==> src/rtl/count_seq_pkg.sv <==
// ---------------------------------------------------------------------------
// count_seq_pkg
// Shared definitions for the count_seq controller and its counter core:
// the controller state encoding and the default counter / repeat widths.
// ---------------------------------------------------------------------------
package count_seq_pkg;

  // Default counter/data width in bits.
  localparam int DEF_WIDTH = 4;

  // Default width of the repeat-count field in bits.
  localparam int DEF_REPW  = 2;

  // Controller states. LOAD and RUN are the busy states.
  typedef enum logic [1:0] {
    ST_IDLE = 2'd0,
    ST_LOAD = 2'd1,
    ST_RUN  = 2'd2,
    ST_DONE = 2'd3
  } state_t;

endpackage

==> src/rtl/count_core.sv <==
// ---------------------------------------------------------------------------
// count_core
// WIDTH-bit up/down counter with synchronous load and enable, plus a
// registered wrap flag that is high in the cycle the counter shows a
// wrapped value (max->0 counting up, 0->max counting down).
//
// Ports:
//   clk        in   clock, rising edge
//   rst        in   asynchronous active-high reset (count=0, wrap=0)
//   i_load     in   load i_loadVal on the next edge (has priority over i_en)
//   i_loadVal  in   WIDTH  value to load
//   i_en       in   step by one on the next edge
//   i_ud       in   1 = count up, 0 = count down
//   o_count    out  WIDTH  current counter value
//   o_wrap     out  wrap flag for the value currently on o_count
// ---------------------------------------------------------------------------
module count_core
  import count_seq_pkg::*;
#(
  parameter int WIDTH = DEF_WIDTH
) (
  input  logic             clk,
  input  logic             rst,
  input  logic             i_load,
  input  logic [WIDTH-1:0] i_loadVal,
  input  logic             i_en,
  input  logic             i_ud,
  output logic [WIDTH-1:0] o_count,
  output logic             o_wrap
);

  logic [WIDTH-1:0] r_count;
  logic             r_wrap;

  // The counter register. The wrap flag is registered together with the
  // step that causes it, so it lines up with the wrapped value on o_count.
  // Any cycle that does not step (hold or load) clears the flag again.
  always_ff @(posedge clk or posedge rst) begin
    if (rst) begin
      r_count <= '0;
      r_wrap  <= 1'b0;
    end else begin
      r_wrap <= 1'b0;
      if (i_load) begin
        r_count <= i_loadVal;
      end else if (i_en) begin
        if (i_ud) begin
          r_count <= r_count + 1'b1;
          r_wrap  <= &r_count;
        end else begin
          r_count <= r_count - 1'b1;
          r_wrap  <= ~|r_count;
        end
      end
    end
  end

  assign o_count = r_count;
  assign o_wrap  = r_wrap;

endmodule

==> src/rtl/count_seq.sv <==
// ---------------------------------------------------------------------------
// count_seq
// Command-driven counting sequencer. A command (start, end, direction,
// repeat count) is accepted in IDLE; the counter then runs one or more
// passes from start to end (modulo 2^WIDTH), reloading start between passes,
// and pulses DONE after the last pass.
//
// Optional feature: define COUNT_SEQ_ABORT_EN to add the ABORT input, which
// ends a command early from LOAD or RUN with the counter frozen.
//
// Ports:
//   CLK        in   clock, rising edge
//   RST        in   asynchronous active-high reset
//   CMD_VALID  in   command offered
//   CMD_READY  out  command accepted this cycle (high only in IDLE / reset)
//   CMD_START  in   WIDTH  value loaded at the start of each pass
//   CMD_END    in   WIDTH  terminal value of each pass
//   CMD_UD     in   1 = count up, 0 = count down
//   CMD_REPS   in   REPW   extra passes after the first
//   ABORT      in   (COUNT_SEQ_ABORT_EN only) abort the running command
//   DOUT       out  WIDTH  current counter value
//   BUSY       out  high in LOAD and RUN
//   WRAP       out  one-cycle pulse with the wrapped counter value
//   DONE       out  one-cycle pulse after the command completes
// ---------------------------------------------------------------------------
module count_seq
  import count_seq_pkg::*;
#(
  parameter int WIDTH = DEF_WIDTH,
  parameter int REPW  = DEF_REPW
) (
  input  logic             CLK,
  input  logic             RST,
  input  logic             CMD_VALID,
  output logic             CMD_READY,
  input  logic [WIDTH-1:0] CMD_START,
  input  logic [WIDTH-1:0] CMD_END,
  input  logic             CMD_UD,
  input  logic [REPW-1:0]  CMD_REPS,
`ifdef COUNT_SEQ_ABORT_EN
  input  logic             ABORT,
`endif
  output logic [WIDTH-1:0] DOUT,
  output logic             BUSY,
  output logic             WRAP,
  output logic             DONE
);

  state_t           r_state;
  logic [WIDTH-1:0] r_start;
  logic [WIDTH-1:0] r_end;
  logic             r_ud;
  logic [REPW-1:0]  r_repsLeft;
  logic             r_busy;
  logic             r_done;

  logic [WIDTH-1:0] w_dout;
  logic             w_abort;
  logic             w_endHit;
  logic             w_load;
  logic             w_en;

  // Abort only matters while a command is in flight; in IDLE and DONE it is
  // simply not looked at. Without the feature the term is tied off.
`ifdef COUNT_SEQ_ABORT_EN
  assign w_abort = ABORT && ((r_state == ST_LOAD) || (r_state == ST_RUN));
`else
  assign w_abort = 1'b0;
`endif

  // Counter control. The end-of-pass compare uses the value already on
  // DOUT, so a pass where start equals end spends one RUN cycle and never
  // steps. Abort suppresses both load and step so DOUT freezes.
  assign w_endHit = (r_state == ST_RUN) && (w_dout == r_end);
  assign w_load   = (r_state == ST_LOAD) && !w_abort;
  assign w_en     = (r_state == ST_RUN) && !w_endHit && !w_abort;

  count_core #(
    .WIDTH(WIDTH)
  ) u_core (
    .clk      (CLK),
    .rst      (RST),
    .i_load   (w_load),
    .i_loadVal(r_start),
    .i_en     (w_en),
    .i_ud     (r_ud),
    .o_count  (w_dout),
    .o_wrap   (WRAP)
  );

  // Controller FSM with capture registers and the remaining-pass counter.
  // BUSY and DONE are registered alongside the state so they change on the
  // same edge as the state they describe. Capture registers only move on an
  // accepted handshake, so a command held on the bus while busy cannot
  // disturb the one being executed; it is simply accepted once back in IDLE.
  always_ff @(posedge CLK or posedge RST) begin
    if (RST) begin
      r_state    <= ST_IDLE;
      r_start    <= '0;
      r_end      <= '0;
      r_ud       <= 1'b0;
      r_repsLeft <= '0;
      r_busy     <= 1'b0;
      r_done     <= 1'b0;
    end else begin
      case (r_state)
        ST_IDLE: begin
          r_done <= 1'b0;
          if (CMD_VALID) begin
            r_start    <= CMD_START;
            r_end      <= CMD_END;
            r_ud       <= CMD_UD;
            r_repsLeft <= CMD_REPS;
            r_busy     <= 1'b1;
            r_state    <= ST_LOAD;
          end
        end
        ST_LOAD: begin
          if (w_abort) begin
            r_busy  <= 1'b0;
            r_done  <= 1'b1;
            r_state <= ST_DONE;
          end else begin
            r_state <= ST_RUN;
          end
        end
        ST_RUN: begin
          if (w_abort) begin
            r_busy  <= 1'b0;
            r_done  <= 1'b1;
            r_state <= ST_DONE;
          end else if (w_endHit) begin
            if (r_repsLeft == '0) begin
              r_busy  <= 1'b0;
              r_done  <= 1'b1;
              r_state <= ST_DONE;
            end else begin
              r_repsLeft <= r_repsLeft - 1'b1;
              r_state    <= ST_LOAD;
            end
          end
        end
        ST_DONE: begin
          r_done  <= 1'b0;
          r_state <= ST_IDLE;
        end
        default: begin
          r_busy  <= 1'b0;
          r_done  <= 1'b0;
          r_state <= ST_IDLE;
        end
      endcase
    end
  end

  // Ready is decoded straight from the state so it reads high during reset,
  // when the state is being held in IDLE.
  assign CMD_READY = (r_state == ST_IDLE);
  assign DOUT      = w_dout;
  assign BUSY      = r_busy;
  assign DONE      = r_done;

endmodule

==> config.mk <==
export PLATFORM = sky130hd
export DESIGN_NAME = count_seq
export DESIGN_NICKNAME = d
export VERILOG_FILES = /design/src/rtl/count_seq_pkg.sv /design/src/rtl/count_core.sv /design/src/rtl/count_seq.sv
export SDC_FILE = /design/constraint.sdc
export NUM_CORES = 1
export LEC_CHECK = 0
export CAP_MARGIN = 10
export CORE_MARGIN = 10
export CORE_UTILIZATION = 42
export CTS_CLUSTER_SIZE = 12
export DETAILED_ROUTE_END_ITERATION = 8
export PLACE_DENSITY = 0.66
export SYNTH_ARGS = -nofsm -noshare
export SYNTH_HDL_FRONTEND = slang
export SYNTH_SLANG_ARGS = --single-unit
==> constraint.sdc <==
create_clock -name CLK -period 4 [get_ports CLK]
set_input_delay 0.8 -clock CLK [delete_from_list [all_inputs] [get_ports CLK]]
set_output_delay 0.8 -clock CLK [all_outputs]
set_load 0.02 [all_outputs]
Yosys cells after proc, flatten, opt, wreduce, memory -nomap -nowiden
Index checks and enable logic that the tools add are counted.
{"block": "totals", "elab_cells": 58, "ff_bits": 20, "in_bits": 14, "out_inout_bits": 8}
{"block": "classes", "n_addsub": 3, "eq_ne": 8, "mux": 21, "n_reduce_logical": 16, "bitwise_logic": 1}
{"operator": "2-bit two-way mux", "n": 6}
{"operator": "4-bit two-way mux", "n": 3}
{"operator": "4-bit AND reduction", "n": 3}
{"operator": "1-bit two-way mux", "n": 8}
{"operator": "2-bit case mux with 4 select lines", "n": 1}
{"operator": "2-bit != test (second input constant)", "n": 3}
{"operator": "4-bit by 1-bit adder with 4-bit output (second input constant)", "n": 1}
{"operator": "2-bit == test (second input constant)", "n": 2}
{"operator": "4-bit == test", "n": 1}
{"operator": "2-bit zero test", "n": 2}
{"operator": "1-bit case mux with 2 select lines", "n": 2}
{"operator": "2-bit case mux with 2 select lines", "n": 1}
{"operator": "2-bit AND reduction", "n": 2}
{"operator": "2-bit nonzero test", "n": 2}
{"operator": "4-bit OR reduction", "n": 1}
{"operator": "4-bit by 1-bit subtractor with 4-bit output (second input constant)", "n": 1}
{"operator": "3-bit AND reduction", "n": 1}
{"operator": "2-bit by 1-bit == test with 1-bit output (second input constant)", "n": 1}
{"operator": "1-bit logical AND", "n": 2}
{"operator": "1-bit zero test", "n": 2}
{"operator": "2-bit by 1-bit != test with 1-bit output (second input constant)", "n": 1}
{"operator": "2-bit OR reduction", "n": 1}
{"operator": "2-bit by 1-bit subtractor with 2-bit output (second input constant)", "n": 1}
{"operator": "1-bit inverter", "n": 1}

Logic depth before layout (Yosys ltp)
Gate-level depths: netlist (run 1).
{"block": "depth", "depth_word": 6, "depth_mapped": 8, "ltp_nobuf": 6}

Cells and area by module
From an unflattened synthesis (run 1), not the netlist that was laid out.
{"block": "hier_totals", "cells_unflattened": 111, "hier_area_um2": 1244.9}
{"module": "count_seq", "cells_per_inst": 73, "instances": 1, "area_per_inst_um2": 863.3, "seq_area_each_um2": 375.4}
{"module": "count_core", "cells_per_inst": 38, "instances": 1, "area_per_inst_um2": 381.6, "seq_area_each_um2": 125.1}

Worst setup path before layout (run 1)
No wires, ideal clock.
{"block": "synth_timing", "path_kind": "register to register", "start": "register u_core.r_count[2], in the netlist u_core.o_count[2]", "end": "register u_core.r_count[3], in the netlist u_core.o_count[3]", "period_less_slack_ns": 1.758, "setup_slack_ns": 2.242, "t_arrival_ns": 1.626, "setup_time_ns": 0.132, "path_stages_with_launch": 6, "n_path_buf": 0, "required_time_ns": 3.868, "cell_sequence": "dfrtp_1 > ha_1 > nand3_1 > and3_1 > o211ai_1 > or3b_1"}
{"block": "synth_via", "elab_chain_cells": 5, "word_cells_on_any_way": 10, "cone_classes": "add/sub: 2; eq/ne: 1; mux: 3; reduce/logical: 4"}
{"element": "start: declaration", "line_no": "count_core.sv:32", "rtl": "logic [WIDTH-1:0] r_count;"}
{"element": "start signal: assignment", "line_no": "count_core.sv:45", "rtl": "r_count <= i_loadVal;"}
{"element": "start signal: assignment", "line_no": "count_core.sv:48", "rtl": "r_count <= r_count + 1'b1;"}
{"element": "start signal: assignment", "line_no": "count_core.sv:51", "rtl": "r_count <= r_count - 1'b1;"}
{"element": "parallel branches: the longest is 5 deep, another holds 4-bit by 1-bit subtractor with 4-bit output"}
Parallel ways; which one is timed is not known. The select of a mux whose other input is x is not followed.
A chain may end at the register's enable or synchronous reset.

Worst setup path in the final report (run 1)
{"block": "layout_timing", "start": "register r_state[1]", "end": "output CMD_READY"}
{"block": "layout_via", "elab_chain_cells": 1}
{"element": "start: declaration", "line_no": "count_seq.sv:49", "rtl": "state_t r_state;"}
{"element": "start signal: assignment", "line_no": "count_seq.sv:98", "rtl": "r_state <= ST_IDLE;"}
{"element": "start signal: assignment", "line_no": "count_seq.sv:115", "rtl": "r_state <= ST_LOAD;"}
{"element": "start signal: assignment", "line_no": "count_seq.sv:122", "rtl": "r_state <= ST_DONE;"}
{"element": "2-bit zero test", "line_no": "count_seq.sv:158", "rtl": "assign CMD_READY = (r_state == ST_IDLE);"}
{"element": "end: declaration", "line_no": "count_seq.sv:35", "rtl": "output logic CMD_READY,"}
Every way passes these cells.

==> flow_summary.json, run 1 <==
{
  "path_max_fanout": 8,
  "cts_buffers": 3,
  "insertion_delay_ps": 300,
  "max_slew_margin_pct": 46.1,
  "nNetsFinal": 158,
  "portBuffers": 21,
  "cp.required_ps": 3200,
  "timing.fmax_mhz": 381,
  "drc_errors": 0,
  "setup_ws_ps": 1380,
  "antenna_cells": 0,
  "htree_levels": 1,
  "drive_gt1_share_pct": 14.1,
  "synthFlopType": "dfrtp_1",
  "routed_via_density": 5.67,
  "outcome": "finished clean",
  "p_leak_nw": 0.622,
  "post_cts_buffers": 0,
  "gp_congestion": 0.735,
  "multiInputGateArea_um2": 649,
  "dp_hpwl_um": 1940,
  "area_delta_synth_final_pct": 22.1,
  "die_w_um": 73.5,
  "grt_overflow": 0,
  "cts_hold_buf": 0,
  "syn_area_per_cell_um2": 10.6,
  "placed_area_um2": 1430,
  "synth-edff-count": 0,
  "ctsResizeCount": 0,
  "setup-violations-final": 0,
  "utilization_pct": 53.6,
  "grt_antenna_before_repair": 0,
  "grt_pass1_vias": 954,
  "start_util_pct": 43.9,
  "ys_seq_elements": 20,
  "drt-total-wl_um": 2600,
  "ys.warnings.count": 0,
  "ant_nets": 0,
  "end_kind": "output pin",
  "wl_per_cell_um": 15.6,
  "cts.sinks": 20,
  "synth.yosys.seq_area_share_pct": 41.7,
  "clk_pin_slew_ps": 120,
  "arrival_ps": 1820,
  "slew_violations": 0,
  "hold_depth": 2,
  "stdcell_area_um2": 1470,
  "preCtsSetupSlack_ps": 1720,
  "ir_drop_uv": 418,
  "cts_tree": "done",
  "syn_nets": 135,
  "synth.distinct_cells": 36,
  "finalCritPeriodShare_pct": 65.6,
  "drt_iter0_markers": 74,
  "worstMarginPinSlew_ps": 808,
  "first_pass_iters": 4,
  "cts_buffer_depth": 2,
  "hold_path_class": "reg2reg",
  "grt_usage_pct": 9.91,
  "dieArea_um2": 5390,
  "io_pins": 22,
  "fin_skew_ps": 6.54,
  "power.density_nw_per_um2": 818,
  "startpoint_type": "flip-flop",
  "fillers": 255,
  "tns_ps": 0,
  "synth_cells": 113,
  "vias": 941,
  "reg2reg_depth": 5,
  "max_cap_violations": 0,
  "clock-root-buffer": "clkbuf_4",
  "grt_pass1_wl_um": 4370,
  "grt_max_degree": 21,
  "rsz0062_at_grt": "no",
  "fin_crit_ps": 2620,
  "crit_type": "reg2out",
  "async_reset_ff_share_pct": 100,
  "hold_viol": 0,
  "core_um2": 2730,
  "rows": 19,
  "syn_area_um2": 1200,
  "die_h_um": 73.5,
  "regArea_um2": 500
}
[per-stage QoR]
step           total power, W  hold WS [ps]  std cells
2_1_floorplan        0.000905           448        113
3_3_place_gp          0.00106           462        162
3_5_place_dp          0.00109           467        162
4_1_cts               0.00121           496        166
5_1_grt               0.00131           536        166
6_report              0.00120           494        166
[synth_stat cells (all sizes together), types with 4 or more instances]
cell type / count / share of area, %
a21oi: 8 / 3.3
dfrtp: 20 / 42
ha: 7 / 7.3
inv: 8 / 2.5
mux2: 10 / 9.4
nand2: 5 / 1.6
nand3: 6 / 2.5
nor2: 4 / 1.3
nor3: 5 / 2.1
o211ai: 5 / 3.1
o21ai: 6 / 2.5
xnor2: 4 / 4.8
[state kept, by name, indices dropped and copies added, names as in the netlist]
signal and flops:
BUSY 1, DONE 1, r_end 4, r_repsLeft 2, r_start 4, r_state 2
r_ud 1, u_core.o_count 4, u_core.o_wrap 1
[report_power, final]
group / internal (W) / total [W] / switching (W)
clock: 0.0000555 / 0.000121 / 0.0000653
combinational: 0.000325 / 0.000677 / 0.000352
sequential: 0.000298 / 0.000400 / 0.000102
total: 0.000678 / 0.00120 / 0.000520
[logic make-up (layout without fill, tap and decap cells)]
kind of cell             count (synthesis)  count (layout)  share of synthesized area [%]
AO/OA/AOI/OAI                           22              22                           11.1
XOR/XNOR                                 6               6                           6.26
adder cells (fa/ha/maj)                  8               8                           8.97
buffers and inverters                   11              33                           4.17
flip-flops                              20              20                           41.7
multiplexers                            12              12                           11.1
AND/OR/NAND/NOR                         34              34                           16.8
[cell usage in the layout (no fill, tap or decap), drive strengths merged]
| master | netlist | layout |
|---|---|---|
| a41o | 1 | 1 |
| fa | 1 | 1 |
| inv | 8 | 8 |
| nor4 | 2 | 2 |
| nor3b | 2 | 2 |
| clkdlybuf4s50 | 0 | 21 |
| nand4b | 1 | 1 |
| nand3b | 1 | 1 |
| nor3 | 5 | 5 |
| xor2 | 2 | 2 |
| xnor2 | 4 | 4 |
| nand3 | 6 | 6 |
| or3b | 1 | 1 |
| o31ai | 1 | 1 |
| nor2b | 1 | 1 |
| nand2 | 5 | 5 |
| and3 | 1 | 1 |
| nor2 | 4 | 4 |
| a21oi | 8 | 8 |
| nand4 | 2 | 2 |
| o21ai | 6 | 6 |
| dfrtp | 20 | 20 |
| mux2 | 10 | 10 |
| clkbuf | 1 | 4 |
| ha | 7 | 7 |
| o211ai | 5 | 5 |
| mux2i | 2 | 2 |
| a22oi | 1 | 1 |
| and4 | 1 | 1 |
| nand2b | 2 | 2 |
[final cells by class]
cell class              count  area share (%)
clock buffers               4            2.48
inverters                   8            2.05
multi-input cells          82            44.3
flip-flops and latches     20            34.2
well taps                  31            2.65
repair buffers             21            14.3
[critical path, stage by stage (launching register included)]
cell and delay, ps:
dfrtp_1 440, inv_1 120, ha_1 300, clkdlybuf4s50_1 650
[path summary, 6_finish.rpt]
| kind | from | endpoint | slack (ps) |
|---|---|---|---|
| worst max register to register | r_state[0] | r_repsLeft[1] | 2150 |
| min in group asynchronous | RST | r_end[1] | 940 |
| max in group asynchronous | RST | r_state[0] | 2560 |
| worst max-delay path | r_state[1] | CMD_READY | 1380 |
| worst min register to register | r_start[1] | u_core.o_count[1] | 490 |
| worst min-delay path | r_start[1] | u_core.o_count[1] | 490 |
[per-layer routing]
metal	vias up	global-route usage [%]	part of all wire (%)	wire length [um]
met1	461	11.5	43	1120
met5	-	0	0	0
met4	0	3.73	0.62	16
met3	2	3.36	6.7	173
met2	25	16.4	50	1290
li1	453	-	-	-
Power figures use the tool's default switching activity.
==> run 2: changes to the inputs <==
--- a/config.mk
+++ b/config.mk
@@ -10,7 +10,7 @@
 export CORE_UTILIZATION = 42
 export CTS_CLUSTER_SIZE = 12
 export DETAILED_ROUTE_END_ITERATION = 8
-export PLACE_DENSITY = 0.66
+export PLACE_DENSITY = 0.69
 export SYNTH_ARGS = -nofsm -noshare
 export SYNTH_HDL_FRONTEND = slang
 export SYNTH_SLANG_ARGS = --single-unit
==> constraint.sdc (replaced) <==
create_clock -name CLK -period 2.3 [get_ports CLK]
set_input_delay 0.46 -clock CLK [delete_from_list [all_inputs] [get_ports CLK]]
set_output_delay 0.46 -clock CLK [all_outputs]
set_load 0.02 [all_outputs]
==> flow_summary.json, run 2 (synthesized netlist as in run 1, its figures left out) <==
{
  "hold_viol": 0,
  "timing.fmax_mhz": 500,
  "ant_nets": 0,
  "p_total_w": 0.00206,
  "rows": 19,
  "wl_met2_um": 1170,
  "routed_via_density": 5.63,
  "tns_ps": 0,
  "portBuffers": 21,
  "cp.required_ps": 1840,
  "area_delta_synth_final_pct": 21.8,
  "vias": 935,
  "path_max_fanout": 7,
  "path_cells": "clkdlybuf4s50_1",
  "critical_path.top_delay_family": "buffers and inverters",
  "arrival_ps": 1540,
  "grt_max_degree": 21,
  "drt_iter0_markers": 51,
  "rsz0062_at_grt": "no",
  "dp_hpwl_um": 1960,
  "io_pins": 22,
  "gp_congestion": 0.801,
  "worstMarginPinSlew_ps": 460,
  "cts.sinks": 20,
  "highest_layer": "met4",
  "slowest_stage": "clkdlybuf4s50_1",
  "clk_pin_slew_ps": 110,
  "grt_pass1_vias": 1006,
  "cts_buffers": 3,
  "grt_pass1_wl_um": 4220,
  "max_slew_margin_pct": 69.3,
  "critPathMaxStageDelay_ps": 680,
  "crit_type": "reg2out",
  "dieArea_um2": 5390,
  "cts_tree": "done",
  "hold_path_class": "in2async",
  "cp_num_buf_inv": 1,
  "startpoint_type": "flip-flop",
  "max_cap_violations": 0,
  "drc_errors": 0,
  "clock-root-buffer": "clkbuf_4",
  "htree_levels": 1,
  "drt-total-wl_um": 2600,
  "drt-met1-wl_um": 1120,
  "nNetsFinal": 159,
  "slew_violations": 0,
  "cts_hold_buf": 0,
  "wl_per_cell_um": 15.7,
  "end_kind": "output pin",
  "outcome": "finished clean",
  "worstReg2RegStart": "u_core.o_count[1]",
  "insertion_delay_ps": 300,
  "grt_usage_pct": 9.73,
  "start_util_pct": 43.9,
  "wl_met3_um": 211,
  "cts_buffer_depth": 2,
  "cp-startpoint": "u_core.o_count[0]",
  "ir_drop_uv": 806,
  "setup-violations-final": 0,
  "antenna_cells": 0,
  "power.density_nw_per_um2": 1410,
  "final_cell_mix": "dfrtp_1, clkdlybuf4s50_1, mux2_2",
  "grt_antenna_before_repair": 0,
  "p_leak_nw": 0.631,
  "first_pass_iters": 2,
  "finalCritPeriodShare_pct": 86.9,
  "grt_overflow": 0,
  "die_w_um": 73.5,
  "die_h_um": 73.5,
  "drive_gt1_share_pct": 14.1,
  "fin_skew_ps": 0.785,
  "core_um2": 2730,
  "fin_crit_ps": 2000
}
==> run 2: cell count changes in the layout (fill, tap and decap cells not counted) <==
cell             delta
buf_4               +1
clkbuf_8            -1
clkdlybuf4s50_1     -1
dlymetal6s2s_1      +1
==> run 2: area by class of cell <==
type                       instances  area, um^2
inverter                           8        30.0
sequential                        20         500
fill                             247        1270
clock buffer                       3        22.5
tap                               31        38.8
timing repair buffer              22         220
multi-input combinational         82         649
==> run 2: path summary, 6_finish.rpt <==
kind	cells after the start	to	slack (ps)
min	3	r_end[1]	480
max in group asynchronous	3	r_start[2]	1610
max reg2reg	4	r_repsLeft[1]	480
min in group CLK	2	u_core.o_count[0]	500
max	1	DOUT[0]	300
min reg2reg	2	u_core.o_count[0]	500
==> run 2: through the flow <==
step / utilization [%] / instance area [um^2] / worst slack, ps / instances / hold slack [ps]
2_1_floorplan: - / 1200 / 542 / 113 / 424
3_3_place_gp: 52.5 / 1440 / 432 / 163 / 465
3_5_place_dp: 52.5 / 1440 / 378 / 163 / 471
4_1_cts: 53.4 / 1460 / 27.1 / 166 / 480
5_1_grt: 53.5 / 1460 / 197 / 166 / 518
6_report: 53.5 / 1460 / 302 / 166 / 475
==> run 2: timing repair <==
action / 4_1_cts / 5_1_grt
endpoints found under the setup margin: 0 / 1
setup buffers: 0 / 0
resized for setup: 0 / 1
==> run 2: power by group <==
group | switching (W) | total (W) | internal, W
combinational | 0.000622 | 0.00119 | 0.000567
sequential | 0.000184 | 0.000702 | 0.000518
clock | 0.000105 | 0.000166 | 0.0000610
total | 0.000911 | 0.00206 | 0.00115
==> run 2: metal layers <==
| layer | global-route usage, % | up-vias |
|---|---|---|
| met4 | 6.21 | 0 |
| met5 | 0 | - |
| met2 | 14.8 | 28 |
| met3 | 3.50 | 12 |
| met1 | 11.3 | 441 |
| li1 | - | 454 |
